<file path="src/rtl/alu_operand_issue_pkg.sv">
// Shared definitions for the ALU operand-issue stage: op_code values, instruction layout,
// and the reserved op_code check.
package alu_operand_issue_pkg;

  typedef enum logic [3:0] {
    OP_AND = 4'd0,
    OP_OR  = 4'd1,
    OP_XOR = 4'd2,
    OP_NOR = 4'd3,
    OP_ADD = 4'd5,
    OP_SUB = 4'd6,
    OP_SLT = 4'd7,
    OP_SLL = 4'd8,
    OP_SRL = 4'd9,
    OP_SRA = 4'd10
  } alu_op_e;

  // Field order gives the bit positions: op[31:28] rd[27:23] rs[22:18] rt[17:13] imm_sel[12] imm12[11:0]
  typedef struct packed {
    logic [3:0]  op;
    logic [4:0]  rd;
    logic [4:0]  rs;
    logic [4:0]  rt;
    logic        imm_sel;
    logic [11:0] imm12;
  } instr_t;

  function automatic logic is_reserved_op(input logic [3:0] op);
    return (op == 4'd4) || (op > 4'd10);
  endfunction

endpackage

</file>
<file path="src/rtl/alu_regfile.sv">
// 32-entry register file, two read ports and one write port; r0 is hardwired to zero.
// Reads are combinational and see a same-cycle write to the addressed register.
module alu_regfile #(
  parameter int N = 32
) (
  input  logic         clk,
  input  logic         rst_n,
  input  logic         we_i,
  input  logic [4:0]   waddr_i,
  input  logic [N-1:0] wdata_i,
  input  logic [4:0]   raddr_a_i,
  input  logic [4:0]   raddr_b_i,
  output logic [N-1:0] rdata_a_o,
  output logic [N-1:0] rdata_b_o
);

  logic [N-1:0] regs_q [32];
  logic         wr_live;

  assign wr_live = we_i && (waddr_i != 5'd0);

  always_ff @(posedge clk or negedge rst_n) begin
    if (!rst_n) begin
      for (int i = 0; i < 32; i++) regs_q[i] <= '0;
    end else if (wr_live) begin
      regs_q[waddr_i] <= wdata_i;
    end
  end

  always_comb begin
    rdata_a_o = regs_q[raddr_a_i];
    if (raddr_a_i == 5'd0)                      rdata_a_o = '0;
    else if (wr_live && waddr_i == raddr_a_i)   rdata_a_o = wdata_i;
  end

  always_comb begin
    rdata_b_o = regs_q[raddr_b_i];
    if (raddr_b_i == 5'd0)                      rdata_b_o = '0;
    else if (wr_live && waddr_i == raddr_b_i)   rdata_b_o = wdata_i;
  end

endmodule

</file>
<file path="src/rtl/alu_operand_issue.sv">
// Operand-issue stage: one-deep output register fed from the register file, full throughput.
// Build option ALU_ISSUE_ILLEGAL_TRAP_EN: reserved op_codes are accepted and dropped instead of issued.
module alu_operand_issue
  import alu_operand_issue_pkg::*;
#(
  parameter int N     = 32,
  parameter int CNT_W = 16
) (
  input  logic             clk,
  input  logic             rst_n,
  input  logic             in_valid,
  input  logic [31:0]      in_instr,
  output logic             in_ready,
  input  logic             wb_en,
  input  logic [4:0]       wb_addr,
  input  logic [N-1:0]     wb_data,
  output logic             out_valid,
  input  logic             out_ready,
  output logic [N-1:0]     X,
  output logic [N-1:0]     Y,
  output logic [3:0]       op_code,
  output logic [4:0]       out_rd,
  output logic [CNT_W-1:0] issued_count,
  output logic             illegal_flag
);

  instr_t     instr;
  logic [N-1:0] rs_val, rt_val, imm_ext;
  logic       accept, issue, handshake, reserved;

  logic             out_valid_q, out_valid_d;
  logic [N-1:0]     x_q, x_d, y_q, y_d;
  logic [3:0]       op_q, op_d;
  logic [4:0]       rd_q, rd_d;
  logic [CNT_W-1:0] cnt_q, cnt_d;
  logic             illegal_q, illegal_d;

  assign instr   = instr_t'(in_instr);
  assign imm_ext = {{(N-12){instr.imm12[11]}}, instr.imm12};

  alu_regfile #(.N(N)) u_regfile (
    .clk       (clk),
    .rst_n     (rst_n),
    .we_i      (wb_en),
    .waddr_i   (wb_addr),
    .wdata_i   (wb_data),
    .raddr_a_i (instr.rs),
    .raddr_b_i (instr.rt),
    .rdata_a_o (rs_val),
    .rdata_b_o (rt_val)
  );

  assign in_ready  = ~out_valid_q | out_ready;
  assign accept    = in_valid & in_ready;
  assign handshake = out_valid_q & out_ready;
  assign reserved  = is_reserved_op(instr.op);

`ifdef ALU_ISSUE_ILLEGAL_TRAP_EN
  assign issue = accept & ~reserved;
`else
  assign issue = accept;
`endif

  // A reload in the same cycle as a handshake overrides the clear, keeping out_valid high.
  always_comb begin
    out_valid_d = out_valid_q;
    x_d         = x_q;
    y_d         = y_q;
    op_d        = op_q;
    rd_d        = rd_q;
    cnt_d       = cnt_q;
    illegal_d   = illegal_q;
    if (handshake) begin
      out_valid_d = 1'b0;
      cnt_d       = cnt_q + CNT_W'(1);
    end
    if (issue) begin
      out_valid_d = 1'b1;
      x_d         = rs_val;
      y_d         = instr.imm_sel ? imm_ext : rt_val;
      op_d        = instr.op;
      rd_d        = instr.rd;
    end
    if (accept && reserved) illegal_d = 1'b1;
  end

  always_ff @(posedge clk or negedge rst_n) begin
    if (!rst_n) begin
      out_valid_q <= 1'b0;
      x_q         <= '0;
      y_q         <= '0;
      op_q        <= '0;
      rd_q        <= '0;
      cnt_q       <= '0;
      illegal_q   <= 1'b0;
    end else begin
      out_valid_q <= out_valid_d;
      x_q         <= x_d;
      y_q         <= y_d;
      op_q        <= op_d;
      rd_q        <= rd_d;
      cnt_q       <= cnt_d;
      illegal_q   <= illegal_d;
    end
  end

  assign out_valid    = out_valid_q;
  assign X            = x_q;
  assign Y            = y_q;
  assign op_code      = op_q;
  assign out_rd       = rd_q;
  assign issued_count = cnt_q;
  assign illegal_flag = illegal_q;

endmodule

</file>
<file path="config.mk">
export PLATFORM = sky130hd
export DESIGN_NAME = alu_operand_issue
export DESIGN_NICKNAME = d
export VERILOG_FILES = /design/src/rtl/alu_operand_issue_pkg.sv /design/src/rtl/alu_regfile.sv /design/src/rtl/alu_operand_issue.sv
export SDC_FILE = /design/constraint.sdc
export NUM_CORES = 2
export LEC_CHECK = 0
export CAP_MARGIN = 20
export CORE_MARGIN = 5
export CORE_UTILIZATION = 56
export CTS_CLUSTER_SIZE = 30
export DETAILED_ROUTE_END_ITERATION = 7
export HOLD_SLACK_MARGIN = 0.06
export PLACE_DENSITY = 0.76
export SYNTH_ARGS = -nofsm -noshare
export SYNTH_HDL_FRONTEND = slang
export SYNTH_SLANG_ARGS = --single-unit
</file>
<file path="constraint.sdc">
create_clock -name clk -period 1.8 [get_ports clk]
set_input_delay 0.54 -clock clk [delete_from_list [all_inputs] [get_ports clk]]
set_output_delay 0.54 -clock clk [all_outputs]
set_load 0.05 [all_outputs]
</file>
==> impl_metrics.ini <==
[sta]
timing.final.crit_period_ns = 2.06
timing.clock.skew_ns = 0.0132
fmaxAchievable_ghz = 0.485
grt_setup_unrepaired = yes
slew_worst_pin_ns = 0.608
final-hold-violation-count = 0
layout_setup_ws_ns = -0.261
tcrit_tclk_final_pct = 115
timing_max_transition_violations_final = 0
worst_case_headroom_to_the_max_slew_limit_pct = 59.5
final-setup-viol-count = 136

[place]
hpwlAfterDp_mm = 132
port-buffer-count = 165
globalplace.congestion = 0.913
placed_cell_area_um2 = 73700

[power_and_ir_drop]
power.total_mw = 86.9
netSwitchingPower_mw = 25.3
switching_share_pct = 29.1
internal_portion_of_total_power_mw = 61.7
combinationalPowerShare_pct = 30.5
static-leakage-power_nw = 37.3
clockPowerShare_pct = 30.8
vdd_ir_drop_max_mv = 0.813
p_seq_share_pct = 38.7
pwr_cell_area_nw_per_um2 = 1080

[routing]
routed_via_density = 6.98
vias = 46170
dr.pass1.iters = 8
routed_wire_length_per_instance_um = 33.0
drt.antenna.violating_nets = 0
remaining_drc_errors = 0
drt_iter0_markers = 6100
overall_routed_net_length_mm = 218

[setup_path]
crit_arrival_ns = 2.65
cp_top_family = multiplexers
timing.reg2reg.worst_path_depth = 5
regToRegStartpoint = u_regfile.regs_q[799]
critical_path_cell_count = 9
worstSetupEndpointType = flop
worstPathBufferInverterCount = 5
critPathMaxStageDelay_ns = 0.52
cp_cell_sequence = buf_16 -> buf_6 -> buf_12 -> clkbuf_16 -> mux4_2 -> mux4_2 -> clkinv_2 -> o22ai_2 -> a221o_1
critical_path.max_fanout = 8
cp_data_required_time_ns = 2.39
cell_repeated_most_along_the_worst_path = sky130_fd_sc_hd__mux4_2
reg2reg_slack_ns = -0.20
startpoint_type = input port
worstSetupPathType = input port to flop
regToRegEndpoint = X[31]
critical_path.slowest_cell = sky130_fd_sc_hd__mux4_2

[floorplanning]
core_area_um2 = 103000
die_area_um2 = 110000
die_height_um = 332
top_level_ports = 166
die_w_um = 332
floorplan.initialDensity_pct = 56.2
fp-row-count = 118

[clock_tree]
cts_tree = done
clk_path_buf_depth = 3
cts-buffers-inserted = 116
clock_insertion_delay_worst_skew_ns = 0.72
cts.sinks = 1115
cts.reportedPaths.clkPinSlew_ns = 0.07
clock-root-buffer = sky130_fd_sc_hd__clkbuf_16
htree_levels = 3

[global_routing]
first_global_vias = 48968
grt_start_max_net_pins = 80
grt_first_pass_wirelength_mm = 314
antenna_violations_before_repair = 1
grt_remaining_overflow = 0
global_route.usage.total_pct = 37.5

[synth]
mappedNetlistNets = 3994
netlist.area_leader.share_pct = 48.1
synth.cell_area_um2 = 58000
synth_edf_count = 0
ys_types = 47
async_flop_share_pct = 100
yosys_register_bits = 1115
synthTopCellsByArea = sky130_fd_sc_hd__dfrtp_1, sky130_fd_sc_hd__mux4_2, sky130_fd_sc_hd__mux2_2
netlist.top_cell.by_area = sky130_fd_sc_hd__dfrtp_1
synth_seq_area_share_pct = 48.1
commonest_register_cell_after_synthesis = sky130_fd_sc_hd__dfrtp_1
synth.yosys.warnings = 0
postSynthCellCount = 3919
synth_top_cells_by_count = sky130_fd_sc_hd__dfrtp_1, sky130_fd_sc_hd__mux2_2, sky130_fd_sc_hd__mux4_2
synth.avg_cell_area_um2 = 14.8
synth_most_common_cell = sky130_fd_sc_hd__dfrtp_1

[job]
drv.max_cap_violation_count = 0

[cells_and_area]
stdcell_area_um2 = 80600
layout.nets = 5208
synthToLayoutAreaGrowth_pct = 38.8
layout-drive-gt1-share_pct = 64.4

[run_status]
run_status = finished, violations left
violations_in_the_final_reports = setup timing

[min_path]
worstHoldPathType = input port to asynchronous set/reset pin
layout by cell type (no fill, tap or decap), drive strengths merged, types with 5 or more instances in the layout:
master,Yosys,layout
a221o,43,43
o32a,32,32
o21ai,66,66
xnor2,21,21
a22oi,65,65
mux2,993,993
mux4,448,448
bufinv,0,17
nor3b,5,5
buf,142,1457
mux2i,256,256
o22ai,32,32
clkdlybuf4s50,0,56
a21oi,64,64
dfrtp,1115,1115
clkinv,61,74
nand3,9,9
clkbuf,295,190
inv,6,18
a21o,23,23
nand2,54,54
nor2,20,20
a221oi,128,128
worst max path at each step:
stage,startpoint,end,slack [ns]
floorplan,in_instr[18],X[31],-0.59
global placement,in_instr[21],X[14],-1.05
detailed placement,in_instr[21],X[26],-1.15
CTS,out_valid,out_valid,-0.20
global route,in_instr[18],X[6],-0.26
finish,in_instr[18],X[6],-0.26
worst reg2reg max path, cell delays in order, from the launching register on:
cell and delay [ns]:
sky130_fd_sc_hd__dfrtp_1 0.44, sky130_fd_sc_hd__mux4_2 0.51, sky130_fd_sc_hd__mux4_2 0.49, sky130_fd_sc_hd__inv_2 0.09, sky130_fd_sc_hd__o22ai_2 0.06, sky130_fd_sc_hd__a221o_1 0.29
power by group through the flow:
stage | clock, mW | sequential (mW) | combinational [mW]
detailed placement | 0 | 33.5 | 24.1
finish | 26.8 | 33.7 | 26.5
global placement | 0 | 33.2 | 23.2
global route | 27.9 | 33.9 | 27.6
CTS | 26.7 | 33.2 | 25.3
floorplan | 0 | 34.0 | 11.6
flip-flops by register name (all words and copies together), names as in the netlist:
name / flops
u_regfile.regs_q: 1024
illegal_flag: 1
X: 32
Y: 32
out_valid: 1
op_code: 4
out_rd: 5
issued_count: 16
layer usage:
metal	global-route usage [%]	wire length (um)	vias to the layer above
met2	57.7	99000	3602
met1	48.8	77700	23887
met5	0	0	-
li1	-	-	17673
met4	21.1	15200	0
met3	10.3	26500	1008
kinds of logic (layout without fill, tap and decap cells):
| logic type | count (synthesis) | after routing | synth area share (%) |
|---|---|---|---|
| AO/OA/AOI/OAI | 459 | 459 | 5.91 |
| buffers and inverters | 504 | 1818 | 3.59 |
| other | 0 | 2 | 0 |
| multiplexers | 1697 | 1697 | 41.1 |
| adder cells (fa/ha/maj) | 1 | 1 | 0.0216 |
| flip-flops | 1115 | 1115 | 48.1 |
| AND/OR/NAND/NOR | 118 | 118 | 0.966 |
| XOR/XNOR | 25 | 25 | 0.377 |
layout make-up:
| type | instances | area (um2) |
|---|---|---|
| multi-input cells | 2300 | 30100 |
| fillers | 5189 | 22600 |
| inverters | 67 | 298 |
| diodes | 2 | 5.00 |
| clock buffers | 173 | 3550 |
| flip-flops and latches | 1115 | 28000 |
| well taps | 1380 | 1730 |
| clock inverters | 45 | 696 |
| repair buffers | 1533 | 16200 |
stage by stage:
stage / hold WS, ns / cells / worst slack (ns) / TNS [ns] / util (%)
global placement: 0.378 / 6259 / -1.05 / -839.75 / 71.4
global route: 0.326 / 6613 / -0.259 / -13.67 / 78.1
detailed placement: 0.387 / 6259 / -1.15 / -880.92 / 71.4
CTS: 0.294 / 6574 / -0.195 / -10.91 / 77.1
finish: 0.301 / 6615 / -0.261 / -11.69 / 78.1
floorplan: 0.244 / 3919 / -0.590 / -105.89 / -
repair_timing:
action | CTS | global route
gates cloned | 11 | 13
pin swaps | 36 | 62
gates resized for setup | 205 | 145
endpoints found under the setup margin | 1017 | 194
endpoints found under the hold margin | 174 | 0
hold buffers | 1 | 0
buffers inserted | 88 | 33
Note: power is estimated with default switching activity, not from simulation.
